`src/rtl/rs_iter_ctrl_if.sv`:
```
// Handshake and step-unit bundle for rs_iter_ctrl.
//   in_valid/in_ready/in_data : operand source side
//   out_valid/out_ready/out_data/out_iters : result consumer side
//   step_in/step_prev/step_out : shared Newton-step unit (step_out is combinational)
//   busy : controller not idle
// master = environment (source, consumer, step unit), slave = controller.
interface rs_iter_ctrl_if;
  logic        in_valid;
  logic        in_ready;
  logic [31:0] in_data;
  logic [31:0] step_in;
  logic [31:0] step_prev;
  logic [31:0] step_out;
  logic        out_valid;
  logic        out_ready;
  logic [31:0] out_data;
  logic [3:0]  out_iters;
  logic        busy;

  modport master (
    output in_valid, in_data, out_ready, step_out,
    input  in_ready, step_in, step_prev, out_valid, out_data, out_iters, busy
  );

  modport slave (
    input  in_valid, in_data, out_ready, step_out,
    output in_ready, step_in, step_prev, out_valid, out_data, out_iters, busy
  );
endinterface

```
`src/rtl/rs_iter_ctrl.sv`:
```
// Iterative sequencer for a binary32 square root: drives one shared Newton-step
// unit from a fixed seed until the estimate repeats or ITER_MAX is reached, and
// answers special operands (zero, denormal, NaN, negative, +inf) directly.
// Ports: clk, rst (async, active high), bus (rs_iter_ctrl_if.slave).
module rs_iter_ctrl #(
  parameter int unsigned ITER_MAX   = 10,
  parameter logic [31:0] INIT_GUESS = 32'h3F800000
) (
  input logic           clk,
  input logic           rst,
  rs_iter_ctrl_if.slave bus
);
  localparam int unsigned DW = 32;
  localparam int unsigned CW = 4;

  typedef enum logic [1:0] {IDLE, ITER, DONE} state_t;

  state_t        state, state_d;
  logic [DW-1:0] a_q, a_d, x_q, x_d, data_q, data_d;
  logic [CW-1:0] cnt_q, cnt_d, iters_q, iters_d, cnt_inc;
  logic          valid_q, valid_d, ready_q, ready_d, busy_q, busy_d;
  logic          is_special;
  logic [DW-1:0] special_val;

  // Classify the offered operand; only used on the accept edge.
  always_comb begin
    is_special  = 1'b1;
    special_val = '0;
    if (bus.in_data[30:23] == 8'h00) begin
      special_val = (bus.in_data[22:0] == 23'd0) ? bus.in_data : 32'h00000000;
    end else if (bus.in_data[30:23] == 8'hFF && bus.in_data[22:0] != 23'd0) begin
      special_val = 32'h7FC00000;
    end else if (bus.in_data[31]) begin
      special_val = 32'h7FC00000;
    end else if (bus.in_data[30:23] == 8'hFF) begin
      special_val = 32'h7F800000;
    end else begin
      is_special = 1'b0;
    end
  end

  // State register and all registered outputs.
  always_ff @(posedge clk or posedge rst) begin
    if (rst) begin
      state   <= IDLE;
      a_q     <= '0;
      x_q     <= '0;
      cnt_q   <= '0;
      data_q  <= '0;
      iters_q <= '0;
      valid_q <= 1'b0;
      ready_q <= 1'b0;
      busy_q  <= 1'b0;
    end else begin
      state   <= state_d;
      a_q     <= a_d;
      x_q     <= x_d;
      cnt_q   <= cnt_d;
      data_q  <= data_d;
      iters_q <= iters_d;
      valid_q <= valid_d;
      ready_q <= ready_d;
      busy_q  <= busy_d;
    end
  end

  // Next-state and next-output logic.
  always_comb begin
    state_d = state;
    a_d     = a_q;
    x_d     = x_q;
    cnt_d   = cnt_q;
    data_d  = data_q;
    iters_d = iters_q;
    valid_d = valid_q;
    cnt_inc = cnt_q + CW'(1);
    case (state)
      IDLE: begin
        valid_d = 1'b0;
        if (bus.in_valid && ready_q) begin
          a_d = bus.in_data;
          if (is_special) begin
            // Result shows up one cycle later, matching the one-iteration latency.
            data_d  = special_val;
            iters_d = '0;
            state_d = DONE;
          end else begin
            x_d     = INIT_GUESS;
            cnt_d   = '0;
            state_d = ITER;
          end
        end
      end
      ITER: begin
        x_d   = bus.step_out;
        cnt_d = cnt_inc;
        if (bus.step_out == x_q || cnt_inc == CW'(ITER_MAX)) begin
          data_d  = bus.step_out;
          iters_d = cnt_inc;
          valid_d = 1'b1;
          state_d = DONE;
        end
      end
      DONE: begin
        // Handshake only counts once the result is actually presented.
        if (valid_q && bus.out_ready) begin
          valid_d = 1'b0;
          state_d = IDLE;
        end else begin
          valid_d = 1'b1;
        end
      end
      default: state_d = IDLE;
    endcase
    ready_d = (state_d == IDLE);
    busy_d  = (state_d != IDLE);
  end

  assign bus.in_ready  = ready_q;
  assign bus.step_in   = a_q;
  assign bus.step_prev = x_q;
  assign bus.out_valid = valid_q;
  assign bus.out_data  = data_q;
  assign bus.out_iters = iters_q;
  assign bus.busy      = busy_q;
endmodule

```
`src/flat_wrapper.sv`:
```
// flat-port wrapper written by rule: the top's interface ports become plain ports
module rs_iter_ctrl_flat 
#(
  parameter int unsigned ITER_MAX   = 10,
  parameter logic [31:0] INIT_GUESS = 32'h3F800000
)
  (clk, rst, bus_in_valid, bus_in_data, bus_out_ready, bus_step_out, bus_in_ready, bus_step_in, bus_step_prev, bus_out_valid, bus_out_data, bus_out_iters, bus_busy);
  rs_iter_ctrl_if bus_i ();
  input logic clk;
  input logic rst;
  input wire logic [$bits(bus_i.in_valid)-1:0] bus_in_valid;
  input wire logic [$bits(bus_i.in_data)-1:0] bus_in_data;
  input wire logic [$bits(bus_i.out_ready)-1:0] bus_out_ready;
  input wire logic [$bits(bus_i.step_out)-1:0] bus_step_out;
  output wire logic [$bits(bus_i.in_ready)-1:0] bus_in_ready;
  output wire logic [$bits(bus_i.step_in)-1:0] bus_step_in;
  output wire logic [$bits(bus_i.step_prev)-1:0] bus_step_prev;
  output wire logic [$bits(bus_i.out_valid)-1:0] bus_out_valid;
  output wire logic [$bits(bus_i.out_data)-1:0] bus_out_data;
  output wire logic [$bits(bus_i.out_iters)-1:0] bus_out_iters;
  output wire logic [$bits(bus_i.busy)-1:0] bus_busy;
  assign bus_i.in_valid = bus_in_valid;
  assign bus_i.in_data = bus_in_data;
  assign bus_i.out_ready = bus_out_ready;
  assign bus_i.step_out = bus_step_out;
  assign bus_in_ready = bus_i.in_ready;
  assign bus_step_in = bus_i.step_in;
  assign bus_step_prev = bus_i.step_prev;
  assign bus_out_valid = bus_i.out_valid;
  assign bus_out_data = bus_i.out_data;
  assign bus_out_iters = bus_i.out_iters;
  assign bus_busy = bus_i.busy;
  rs_iter_ctrl #(.ITER_MAX(ITER_MAX), .INIT_GUESS(INIT_GUESS)) u_core (.clk(clk), .rst(rst), .bus(bus_i));
endmodule
```
`config.mk`:
```
export PLATFORM = sky130hd
export DESIGN_NAME = rs_iter_ctrl_flat
export DESIGN_NICKNAME = d
export VERILOG_FILES = /design/src/rtl/rs_iter_ctrl_if.sv /design/src/rtl/rs_iter_ctrl.sv /design/src/flat_wrapper.sv
export SDC_FILE = /design/constraint.sdc
export NUM_CORES = 1
export LEC_CHECK = 0
export CAP_MARGIN = 25
export CORE_ASPECT_RATIO = 1.25
export CORE_MARGIN = 4
export CORE_UTILIZATION = 47
export CTS_BUF_LIST = sky130_fd_sc_hd__clkbuf_2
export DETAILED_ROUTE_END_ITERATION = 7
export PLACE_DENSITY = 0.83
export REMOVE_ABC_BUFFERS = 1
export SKIP_CTS_REPAIR_TIMING = 1
export SYNTH_ARGS = -nofsm -noshare
export SYNTH_HDL_FRONTEND = slang
export SYNTH_SLANG_ARGS = --single-unit
```
`constraint.sdc`:
```
create_clock -name clk -period 5.41 [get_ports clk]
set_input_delay 1.623 -clock clk [delete_from_list [all_inputs] [get_ports clk]]
set_output_delay 1.623 -clock clk [all_outputs]
set_load 0.02 [all_outputs]
```
==> impl_metrics.env <==
export IMPL_fin_tns_setup_ns=0
export IMPL_core_area_mm2=0.0101
export IMPL_crit_path_start_kind="primary input"
export IMPL_p_clk_share_pct=11.1
export IMPL_ys_flop_type="dfrtp_1"
export IMPL_die_h_um=122
export IMPL_cts_root_buf="clkbuf_2"
export IMPL_ys_types=45
export IMPL_drtIter0Drc=159
export IMPL_switching_power_mw=1.37
export IMPL_synthArstFlopShare_pct=100
export IMPL_r2r_cells=9
export IMPL_dieArea_mm2=0.0120
export IMPL_grt_max_degree=60
export IMPL_io_buffer_count=170
export IMPL_synth_xor_area_share_pct=5.96
export IMPL_setup_viol=0
export IMPL_finalCritPeriodShare_pct=65.2
export IMPL_synth_avg_cell_area_um2=11.0
export IMPL_min_path_type="reg -> reg"
export IMPL_synth_top_family_by_area="compound AO/OA/AOI/OAI gates"
export IMPL_wire_per_inst_um=18.4
export IMPL_holdPathStages=2
export IMPL_grt_pass1_wl_um=22000
export IMPL_drv_cap=0
export IMPL_ir_worst_vdd_uv=273
export IMPL_ys_seq_area_share_pct=56.2
export IMPL_internal_power_mw=1.96
export IMPL_swShare_pct=41.1
export IMPL_ant_nets=0
export IMPL_drc=0
export IMPL_preCtsSetupSlack_ns=1.30
export IMPL_worstHoldStart="u_core.bus.step_in[5]"
export IMPL_ff2ff_setup_slack_ns=2.72
export IMPL_start_util_pct=48.0
export IMPL_critPathMaxFanout=25
export IMPL_critical_path_arrival_ns=4.00
export IMPL_io_pins=171
export IMPL_area_growth_pct=39.8
export IMPL_fmax_mhz=284
export IMPL_postSynthCellCount=441
export IMPL_path_cells="clkdlybuf4s50_1 -> xor2_1 -> nor4_1 -> nand4_1 -> o221ai_4 -> nand2_4 -> a32o_1"
export IMPL_htree_levels=3
export IMPL_r2r_start="u_core.state[0]"
export IMPL_path_clk_slew_ns=0.26
export IMPL_synth_enable_flop_cells=0
export IMPL_firstDrtPassIters=4
export IMPL_drive_gt1_share_pct=7.97
export IMPL_crit_type="in -> reg"
export IMPL_die_w_um=98.9
export IMPL_grt_antenna_before_repair=0
export IMPL_fin_ws_ns=1.88
export IMPL_ctsLongestPathBuffers=2
export IMPL_tritoncts="built"
export IMPL_synthAdderAreaFrac_pct=1.55
export IMPL_vias=4177
export IMPL_grt_overflow=0
export IMPL_n_fill_cell=801
export IMPL_finClkSkew_ns=0.0353
export IMPL_num_antenna_cells=0
export IMPL_synth_area_mm2=0.00485
export IMPL_cp_end_kind="flop"
export IMPL_worst_path_max_delay_cell="clkdlybuf4s50_1"
export IMPL_p_leak_nw=3.06
export IMPL_wl_um=13700
export IMPL_synth_compound_area_share_pct=18.5
export IMPL_r2r_end="u_core.bus.out_data[20]"
export IMPL_hold_viol=0
export IMPL_status="finished clean"
export IMPL_grt_pass1_vias=4204
export IMPL_slew_viol_final=0
export IMPL_grt_setup_unrepaired="no"
export IMPL_final_nets=684
export IMPL_clkSinkCount=109
export IMPL_dp_hpwl_um=10100
export IMPL_cp_required_ns=5.89
export IMPL_hold_end="u_core.bus.step_in[5]"
export IMPL_ys_seq_elements=109
export IMPL_place_congestion=0.847
export IMPL_cpPeakStageDelay_ns=0.47
export IMPL_vias_per_cell=5.61
export IMPL_muxShareOfSynthArea_pct=0.206
export IMPL_grt_usage_pct=23.1
export IMPL_num_rows=41
export IMPL_combPwrFrac_pct=50.6
export IMPL_worstMarginPinSlew_ns=0.899
export IMPL_synth_simple_area_share_pct=14.6
export IMPL_clk_latency_ns=0.58
export IMPL_power_frac_seq_pct=38.3
export IMPL_max_slew_margin_pct=39.8
export IMPL_power_density_mw_per_mm2=491
export IMPL_min_period_ns=3.53
export IMPL_cts_buffers=9
export IMPL_ys_warn_count=0
## cells in the mapped netlist, types with 6 or more instances
| cell type | count | area [um2] |
|---|---|---|
| dfrtp_1 | 109 | 2730 |
| nand2_1 | 102 | 383 |
| a22o_1 | 35 | 307 |
| xor2_1 | 32 | 280 |
| a21oi_1 | 15 | 75.1 |
| a22o_2 | 15 | 150 |
| nor4_1 | 15 | 93.8 |
| clkbuf_1 | 12 | 45.0 |
| a2bb2oi_1 | 9 | 78.8 |
| inv_1 | 9 | 33.8 |
| o21ai_0 | 9 | 45.0 |
| o22a_1 | 8 | 70.1 |
| ha_1 | 6 | 75.1 |
| nor2_1 | 6 | 22.5 |
## cells in the final DEF, fill, tap and decap left out, drive strengths merged, types with 10 or more instances in the layout
| master | instances |
|---|---|
| clkdlybuf4s50 | 170 |
| xor2 | 32 |
| nor4 | 16 |
| a22o | 50 |
| o21ai | 10 |
| nand2 | 103 |
| clkbuf | 10 |
| dfrtp | 109 |
| inv | 10 |
| a21oi | 16 |
## state kept, by name (all words and copies together), names as in the netlist
register              flops
u_core.bus.out_data      32
u_core.bus.step_in       32
u_core.bus.step_prev     32
u_core.bus.out_iters      4
u_core.cnt_q              4
u_core.state              2
u_core.bus.busy           1
u_core.bus.in_ready       1
u_core.bus.out_valid      1
## cell type report
cell class	count	area, um2	area share (%)
Clock buffer	10	50.0	0.738
Clock inverter	6	61.3	0.904
Inverter	9	36.3	0.535
Multi-Input combinational cell	304	1990	29.3
Sequential cell	109	2730	40.2
Tap cell	129	161	2.38
Timing Repair Buffer	177	1750	25.9
## critical path: cells and delay by family
| kind | cells | cell delay [ns] |
|---|---|---|
| and+or+nand+nor | 3 | 0.99 |
| AOI/OAI and AO/OA | 2 | 0.74 |
| buffers and inverters | 1 | 0.47 |
| xor gates and xnor gates | 1 | 0.17 |
## power by group through the flow
stage	clock, mW	combinational (mW)	sequential [mW]
after floorplan	0	0.605	1.57
after global placement	0	1.66	1.28
after detailed placement	0	1.69	1.29
after CTS	0.381	1.70	1.27
after global routing	0.407	1.82	1.31
final	0.371	1.68	1.28
## kinds of logic (layout without fill, tap and decap cells)
family,Yosys count,count (layout)
adders and majority gates,6,6
DFF,109,109
AOI/OAI and AO/OA,110,110
muxes,1,1
and+or+nand+nor,154,154
xor gates and xnor gates,33,33
buffers and inverters,28,202
## per-stage QoR
stage	cell area, um2	total power, mW	std cells	hold WS, ns	utilization (%)
6_report	6780	3.33	744	0.513	67.1
5_1_grt	6780	3.54	744	0.537	67.1
4_1_cts	6780	3.36	744	0.520	67.1
3_5_place_dp	6670	2.98	728	0.465	66.0
3_3_place_gp	6670	2.94	728	0.457	66.0
2_1_floorplan	4740	2.17	422	0.517	-
## metal layers
| layer | up-vias | share of wire (%) | track usage (%) |
|---|---|---|---|
| li1 | 1910 | - | - |
| met1 | 2047 | 40 | 29.7 |
| met2 | 201 | 47 | 37.2 |
| met3 | 19 | 11 | 6.59 |
| met4 | 0 | 1.7 | 8.63 |
| met5 | - | 0 | 0 |
## how the worst max path moves through the flow
stage	start	to	slack, ns
after floorplan	rst	u_core.bus.busy	0.91
after global placement	bus_step_out[23]	u_core.bus.out_data[24]	1.34
after detailed placement	bus_step_out[29]	u_core.bus.out_data[0]	1.30
after CTS	bus_step_out[29]	u_core.bus.out_data[17]	1.97
after global routing	bus_step_out[16]	u_core.bus.out_data[25]	1.81
final	bus_step_out[29]	u_core.bus.out_iters[2]	1.88
Power figures use the tool's default switching activity.
